$ cat config.mk
export PLATFORM = sky130hd
export DESIGN_NAME = bus_arbiter
export DESIGN_NICKNAME = d
export VERILOG_FILES = /design/src/rtl/bus_arbiter.sv
export SDC_FILE = /design/constraint.sdc
export NUM_CORES = 1
export LEC_CHECK = 0
export CORE_ASPECT_RATIO = 1.1
export CORE_MARGIN = 2
export CORE_UTILIZATION = 30
export CTS_CLUSTER_SIZE = 24
export DETAILED_ROUTE_END_ITERATION = 12
export PLACE_DENSITY = 0.71
export SYNTH_ARGS = -nofsm -noshare
export SYNTH_HDL_FRONTEND = slang
export SYNTH_SLANG_ARGS = --single-unit
$ cat constraint.sdc
create_clock -name clk -period 3 [get_ports clk]
set_input_delay 0.45 -clock clk [delete_from_list [all_inputs] [get_ports clk]]
set_output_delay 0.45 -clock clk [all_outputs]
set_load 0.01 [all_outputs]
$ cat src/rtl/bus_arbiter.sv
// bus_arbiter: two-master round-robin arbiter with m1 locked bursts and address decode
// Ports:
//   clk, rst_n                  clock, async active-low reset
//   m0_*/m1_* req addr wdata    master request side (byteen nonzero = write)
//   m1_lock                     m1 asks to keep the bus for its next transfer
//   m0_*/m1_* ack rdata err     one-cycle response pulse to the granted master
//   s_valid s_addr s_wdata      registered slave access, one strobe per grant
//   s_byteen s_rdata            slave byte enables / combinational read data
//   busy, owner                 transfer in flight / current or last granted master
module bus_arbiter #(
    parameter int MAX_BURST = 4
) (
    input  logic        clk,
    input  logic        rst_n,
    input  logic        m0_req,
    input  logic [31:0] m0_addr,
    input  logic [31:0] m0_wdata,
    input  logic [3:0]  m0_byteen,
    input  logic        m1_req,
    input  logic [31:0] m1_addr,
    input  logic [31:0] m1_wdata,
    input  logic [3:0]  m1_byteen,
    input  logic        m1_lock,
    output logic        m0_ack,
    output logic [31:0] m0_rdata,
    output logic        m0_err,
    output logic        m1_ack,
    output logic [31:0] m1_rdata,
    output logic        m1_err,
    output logic        s_valid,
    output logic [31:0] s_addr,
    output logic [31:0] s_wdata,
    output logic [3:0]  s_byteen,
    input  logic [31:0] s_rdata,
    output logic        busy,
    output logic        owner
);
    typedef enum logic [1:0] {IDLE, ACCESS, RESP} state_t;
    localparam logic [3:0] MAX_CNT = 4'(MAX_BURST);
    state_t state, next_state;
    logic last_grant, lat_err, lat_wr, win, lock_active, dec_err;
    logic dm_hit, im_hit, tc_hit, word_ok;
    logic [3:0] burst_cnt, burst_next, sel_byteen;
    logic [31:0] sel_addr, sel_wdata, cap_data;

    always_ff @(posedge clk or negedge rst_n) begin
        if (!rst_n) state <= IDLE;
        else state <= next_state;
    end

    always_comb next_state = state == IDLE ? ((m0_req || m1_req) ? ACCESS : IDLE)
                           : state == ACCESS ? RESP : IDLE;

    always_comb begin
        busy = state != IDLE;
        // burst_cnt is nonzero only after a locked m1 grant
        lock_active = burst_cnt != 4'd0 && burst_cnt < MAX_CNT;
        win = (lock_active && m1_req) ? 1'b1 : (m0_req && m1_req) ? !last_grant : m1_req;
        sel_addr = win ? m1_addr : m0_addr;
        sel_wdata = win ? m1_wdata : m0_wdata;
        sel_byteen = win ? m1_byteen : m0_byteen;
        // an exhausted burst that still wins restarts counting at 1
        burst_next = (win && m1_lock) ? ((burst_cnt >= MAX_CNT) ? 4'd1 : burst_cnt + 4'd1) : 4'd0;
        dm_hit = sel_addr <= 32'h0000_2FFF;
        im_hit = sel_addr >= 32'h0000_3000 && sel_addr <= 32'h0000_6FFF;
        tc_hit = (sel_addr >= 32'h0000_7F00 && sel_addr <= 32'h0000_7F0B) ||
                 (sel_addr >= 32'h0000_7F10 && sel_addr <= 32'h0000_7F1B);
        word_ok = (sel_byteen == 4'h0 || sel_byteen == 4'hF) && sel_addr[1:0] == 2'b00;
        dec_err = !(dm_hit || (im_hit && sel_byteen == 4'h0) || (tc_hit && word_ok));
        cap_data = (lat_err || lat_wr) ? 32'h0 : s_rdata;
    end

    always_ff @(posedge clk or negedge rst_n) begin
        if (!rst_n) begin
            s_valid <= 1'b0;
            s_addr <= 32'h0;
            s_wdata <= 32'h0;
            s_byteen <= 4'h0;
            m0_ack <= 1'b0;
            m1_ack <= 1'b0;
            m0_rdata <= 32'h0;
            m1_rdata <= 32'h0;
            m0_err <= 1'b0;
            m1_err <= 1'b0;
            owner <= 1'b0;
            last_grant <= 1'b1;
            burst_cnt <= 4'd0;
            lat_err <= 1'b0;
            lat_wr <= 1'b0;
        end else begin
            if (state == IDLE && (m0_req || m1_req)) begin
                owner <= win;
                lat_err <= dec_err;
                lat_wr <= |sel_byteen;
                burst_cnt <= burst_next;
                s_valid <= !dec_err;
                s_byteen <= dec_err ? 4'h0 : sel_byteen;
                if (!dec_err) begin
                    s_addr <= sel_addr;
                    s_wdata <= sel_wdata;
                end
            end
            if (state == ACCESS) begin
                s_valid <= 1'b0;
                s_byteen <= 4'h0;
                m0_ack <= !owner;
                m1_ack <= owner;
                if (owner) begin
                    m1_rdata <= cap_data;
                    m1_err <= lat_err;
                end else begin
                    m0_rdata <= cap_data;
                    m0_err <= lat_err;
                end
            end
            if (state == RESP) begin
                m0_ack <= 1'b0;
                m1_ack <= 1'b0;
                last_grant <= owner;
            end
        end
    end
endmodule

==> results of run 1 <==
==> metal layers <==
metal	routed length [microns]	up-vias
met3	1450	39
li1	-	2803
met4	590	0
met2	9910	248
met5	0	-
met1	7440	2600
==> layout make-up <==
type,instances,share of cell area (%)
flip-flops and latches,147,34.4
clock buffers,21,4.31
repair buffers,337,31.3
multi-input cells,461,24.6
inverters,8,0.281
well taps,290,3.39
clock inverters,11,1.64
==> stage by stage <==
stage | cell area, sq um | worst slack [ns] | hold slack [ns]
finish | 10700 | 0.318 | 0.476
global route | 10700 | 0.201 | 0.495
CTS | 10700 | 0.314 | 0.478
detailed placement | 10000 | -0.0684 | 0.356
global placement | 10000 | -0.0833 | 0.355
floorplan | 6500 | 0.532 | 0.154
==> sequential cells by signal, summed over array words and instances, names as in the netlist, 2 cells and up <==
| signal | count |
|---|---|
| m1_rdata | 32 |
| burst_cnt | 4 |
| state | 2 |
| s_byteen | 4 |
| m0_rdata | 32 |
| s_addr | 32 |
| s_wdata | 32 |
==> cell usage after synthesis, types with 4 or more instances <==
cell	count
a21oi_1	6
a32o_1	4
buf_6	5
clkbuf_1	26
dfrtp_1	146
ha_1	6
inv_1	8
mux2_1	7
mux2_2	4
mux2_4	40
nand2_1	258
nand4_1	6
nor2_1	9
nor2b_1	17
nor4_1	9
o21ai_0	71
==> path summary, 6_finish.rpt <==
| path | start | to | slack [ns] | cells after the start |
|---|---|---|---|---|
| worst max-delay path | m1_addr[5] | s_wdata[20] | 0.32 | 8 |
| worst min-delay path | m0_rdata[0] | m0_rdata[0] | 0.48 | 2 |
| worst max register to register | burst_cnt[0] | s_wdata[20] | 0.35 | 8 |
| worst min register to register | m0_rdata[0] | m0_rdata[0] | 0.48 | 2 |
| max in group asynchronous | rst_n | s_addr[15] | 1.73 | 3 |
| min in group asynchronous | rst_n | s_wdata[18] | 0.49 | 2 |
==> what timing repair did <==
action                                  CTS  global route
hold buffers                              1             0
resized for setup                         0             0
endpoints found under the hold margin    29             0
endpoints found under the setup margin    0             0
==> worst reg2reg max path, cell delays in order (launching register included) <==
cell      delay [ns]
dfrtp_1         0.37
inv_1           0.07
ha_1            0.19
o311ai_0        0.46
nand2_2         0.17
or3_1           0.42
a21oi_4         0.28
buf_12          0.24
mux2_4          0.33
==> power groups by stage <==
| stage | sequential (W) | clock, W | combinational (W) |
|---|---|---|---|
| final | 0.00216 | 0.00226 | 0.00124 |
| after floorplan | 0.00222 | 0 | 0.000565 |
| after CTS | 0.00216 | 0.00234 | 0.00128 |
| after global placement | 0.00219 | 0 | 0.00126 |
| after detailed placement | 0.00220 | 0 | 0.00127 |
| after global routing | 0.00218 | 0.00240 | 0.00139 |
==> placed cells by master (no fill, tap or decap), drive strengths merged, types with 2 or more instances in the layout <==
master and n:
a21oi 7, a31oi 2, a32o 4, and2 3
buf 26, bufinv 4, clkbuf 21, clkdlybuf4s50 310
clkinv 4, clkinvlp 2, dfrtp 146, ha 6
inv 9, mux2 51, nand2 258, nand3b 2
nand4 6, nor2 9, nor2b 17, nor4 9
o21ai 71, or4 2
==> cell families (layout without fill, tap and decap cells) <==
kind of cell	after synthesis	after routing	share of synthesized area [%]
flops	147	147	56.6
buf+inv	44	377	3.15
mux	52	52	11.3
compound gates	91	91	7.83
simple gates	312	312	20.0
fa+ha+maj	6	6	1.15
==> flow_summary.json, run 1 <==
{
  "rows": 56,
  "yosys-top-cells-area": "dfrtp_1 (56%), nand2_1 (15%), mux2_4 (9.2%)",
  "cap_violations": 0,
  "numCtsBuffers": 17,
  "postCtsSetupBuffers": 0,
  "start_util_pct": 30.5,
  "final_cell_count_no_fill": 1275,
  "synth_ff_type": "dfrtp_1",
  "grt_pass1_wl_mm": 30.2,
  "maxSlewViolCount": 0,
  "cts_tree": "yes",
  "syn2layout_area_growth_pct": 64.3,
  "cp_slowest_cell": "or4b_1",
  "p_per_area_nw_per_um2": 530,
  "yosysWarningCount": 0,
  "vdd_drop_max_v": 0.000393,
  "synth.avg_cell_area_sq_um": 9.98,
  "gr-usage-all-layers_pct": 17.2,
  "end_kind": "flop",
  "power_frac_clock_pct": 39.9,
  "finalCoreUtilization_pct": 50.2,
  "regArea_sq_um": 3680,
  "core_sq_um": 21300,
  "hp-class": "reg -> reg",
  "drt_wl_total_mm": 19.4,
  "synth_top_area_cell": "dfrtp_1",
  "drc": 0,
  "swShare_pct": 27.9,
  "pwr-share-comb_pct": 22.0,
  "routedWlPerCell_microns": 15.2,
  "fill_cells": 1996,
  "fin_skew_ns": 0.00746,
  "synth_cells": 652,
  "synth_fp_nets": 831,
  "power_switching_w": 0.00158,
  "met3_usage_pct": 4.84,
  "cpLargestDelayFamily": "simple AND/OR/NAND/NOR gates",
  "port_buffers": 311,
  "layout-drive-gt1-share_pct": 11.0,
  "synth_edf_count": 0,
  "placed_cells": 1242,
  "multi_input_area_sq_um": 2630,
  "arrival_ns": 2.98,
  "dr.pass1.iters": 6,
  "postRouteAntennaNets": 0,
  "io_pins": 312,
  "fin_total_pwr_w": 0.00567,
  "hpwl_mm": 14.6,
  "power_frac_seq_pct": 38.2,
  "synth_top_area_share_pct": 56.2,
  "synth_seq_area_share_pct": 56.6,
  "cp-start-kind": "primary input",
  "clk_latency_ns": 0.41,
  "antenna_cells": 0,
  "grt_start_max_net_pins": 91,
  "tightest_slew_ns": 0.596,
  "root_buffer": "clkbuf_16",
  "path_cells": "clkdlybuf4s50_1 -> or4b_1 -> a211oi_1 -> a311oi_1 -> or3_1 -> a21oi_4 -> buf_12 -> mux2_4",
  "critPathMaxFanout": 24,
  "viasPerCell": 4.46,
  "clock.fmax_mhz": 373,
  "fin_nets": 1151,
  "cp.required_ns": 3.29,
  "path_class": "in -> reg",
  "gp_congestion": 0.948,
  "rsz0062_at_grt": "no",
  "critical-path-max-stage-delay_ns": 0.54,
  "dieHeight_microns": 158,
  "overflow": 0,
  "leakagePower_nw": 4.75,
  "die_area_sq_um": 22900,
  "async_flop_share_pct": 100,
  "synth_cell_types": 39,
  "h-tree-depth": 4,
  "use_met2_pct": 30.9,
  "dieWidth_microns": 144,
  "grt_util_met1_pct": 19.3,
  "hold_viol_final": 0,
  "cts_buffer_depth": 2,
  "cts_sinks": 147,
  "p_int_w": 0.00409,
  "clkTransAtPathRegs_ns": 0.06,
  "antenna_found_initial": 0,
  "grt_pass1_vias": 5742,
  "min_period_ns": 2.68,
  "final.period_utilization_pct": 89.4,
  "finalSetupViolCount": 0,
  "gr-max-usage-layer": "met2",
  "netlist_area_sq_um": 6500,
  "drt_iter0_markers": 231,
  "via_count": 5690,
  "status": "completed",
  "ys_ff_latch": 147,
  "timing.setup.tns_ns": 0,
  "critical_path_buf_inv_count": 2,
  "worst_slew_margin_rel_pct": 60.2
}
No activity file was read; power rests on OpenSTA's default activity.
==> run 2: changes to the inputs <==
CORE_ASPECT_RATIO = 0.8   (was 1.1)
==> flow_summary.json, run 2 (same netlist as run 1, synthesis figures left out) <==
{
  "leakagePower_nw": 4.74,
  "arrival_ns": 3.07,
  "placed_cell_area_sq_um": 10000,
  "cp-start-kind": "flop",
  "start_util_pct": 30.3,
  "rows": 48,
  "rsz0062_at_grt": "no",
  "status": "completed",
  "fin_skew_ns": 0.0101,
  "final.period_utilization_pct": 92.8,
  "final_cell_mix": "clkdlybuf4s50_1 (310), nand2_1 (256), dfrtp_1 (146), o21ai_0 (71), mux2_4 (40)",
  "grt_pass1_wl_mm": 31.3,
  "core_sq_um": 21400,
  "swShare_pct": 28.5,
  "die_area_sq_um": 22900,
  "final_common_cell": "clkdlybuf4s50_1",
  "clkTransAtPathRegs_ns": 0.06,
  "h-tree-depth": 4,
  "finalCoreUtilization_pct": 49.7,
  "power_frac_clock_pct": 38.7,
  "fin_nets": 1153,
  "critPathMaxFanout": 26,
  "power_switching_w": 0.00159,
  "power_frac_seq_pct": 38.7,
  "postCtsHoldBufs": 0,
  "cts_sinks": 147,
  "drt_wl_total_mm": 19.7,
  "clock.fmax_mhz": 359,
  "hold_viol_final": 0,
  "grt_start_max_net_pins": 80,
  "layout-drive-gt1-share_pct": 11.2,
  "gr-usage-all-layers_pct": 17.5,
  "final_cell_area_sq_um": 10600,
  "vdd_drop_max_v": 0.000346,
  "postRouteAntennaNets": 0,
  "pwr-share-comb_pct": 22.6,
  "dieHeight_microns": 136,
  "routedWlPerCell_microns": 15.6,
  "cts_tree": "yes",
  "overflow": 0,
  "dieWidth_microns": 169,
  "hp-class": "in -> async",
  "cts_buffer_depth": 2,
  "postCtsSetupBuffers": 0,
  "gp_congestion": 0.880,
  "viasPerCell": 4.57,
  "finalSetupViolCount": 0,
  "post_cts_resized": 0,
  "p_int_w": 0.00399,
  "end_kind": "flop",
  "drt_iter0_markers": 312,
  "antenna_found_initial": 0,
  "clk_latency_ns": 0.41,
  "worst_slew_margin_rel_pct": 49.7,
  "drc": 0,
  "tightest_slew_ns": 0.755,
  "root_buffer": "clkbuf_16",
  "grt_pass1_vias": 5843,
  "hpwl_mm": 14.8,
  "cp.required_ns": 3.29,
  "path_class": "reg -> reg",
  "dr.pass1.iters": 4,
  "timing.setup.tns_ns": 0,
  "io_pins": 312,
  "p_per_area_nw_per_um2": 525,
  "antenna_cells": 0,
  "via_count": 5763,
  "port_buffers": 311,
  "cap_violations": 0,
  "numCtsBuffers": 17,
  "fill_cells": 1974,
  "maxSlewViolCount": 0,
  "min_period_ns": 2.78,
  "syn2layout_area_growth_pct": 63.7
}
run 2: per-stage QoR:
step                      setup WS (ns)  std cells  hold WS (ns)  power, W
after floorplan                   0.532        652         0.154   0.00278
after global placement          -0.0589       1230         0.461   0.00346
after detailed placement         -0.111       1230         0.470   0.00348
after CTS                         0.135       1262         0.105   0.00568
after global routing             0.0403       1262         0.127   0.00592
final                             0.217       1262        0.0809   0.00558
run 2: final cells by class:
type,count,area (sq um),share of cell area [%]
clock buffer,20,447,4.20
clock inverter,12,154,1.45
inverter,8,30.0,0.282
multi-input combinational,461,2630,24.7
sequential,147,3680,34.6
tap,275,344,3.23
timing repair buffer,339,3360,31.6
run 2: final timing paths:
kind | from | to | slack (ns) | cells after the start
max in group asynchronous | rst_n | m1_rdata[19] | 2.12 | 2
hold reg to reg | m1_rdata[30] | m1_rdata[30] | 0.48 | 2
setup reg to reg | burst_cnt[0] | s_wdata[13] | 0.22 | 8
setup / recovery | burst_cnt[0] | s_wdata[13] | 0.22 | 8
min in group clk | m1_rdata[30] | m1_rdata[30] | 0.48 | 2
hold / removal | rst_n | s_addr[22] | 0.08 | 1
run 2: worst max-delay path, stage by stage (launching register included):
cell and delay (ns):
dfrtp_1 0.38, inv_1 0.07, ha_1 0.20, o311ai_0 0.53
nand2_2 0.19, or3_1 0.43, a21oi_4 0.26, buf_12 0.24
mux2_1 0.35
run 2: power by group through the flow:
stage	logic (W)	clock network (W)	registers, W
finish	0.00126	0.00216	0.00216
global route	0.00141	0.00233	0.00218
CTS	0.00129	0.00222	0.00216
detailed placement	0.00128	0	0.00220
global placement	0.00126	0	0.00220
floorplan	0.000565	0	0.00222
run 2: routing by layer:
| layer | GRT usage [%] | up-vias | part of all wire (%) |
|---|---|---|---|
| met1 | 22.0 | 2726 | 44 |
| met2 | 28.1 | 212 | 46 |
| met5 | 0 | - | 0 |
| met4 | 5.41 | 0 | 2.2 |
| met3 | 6.51 | 29 | 8.0 |
| li1 | - | 2796 | - |
==> run 3: changes to the inputs <==
CTS_CLUSTER_DIAMETER = 30   (was not set)
==> results of run 3 <==
Same layout as run 2: the final DEF is identical, and so are final timing and power.
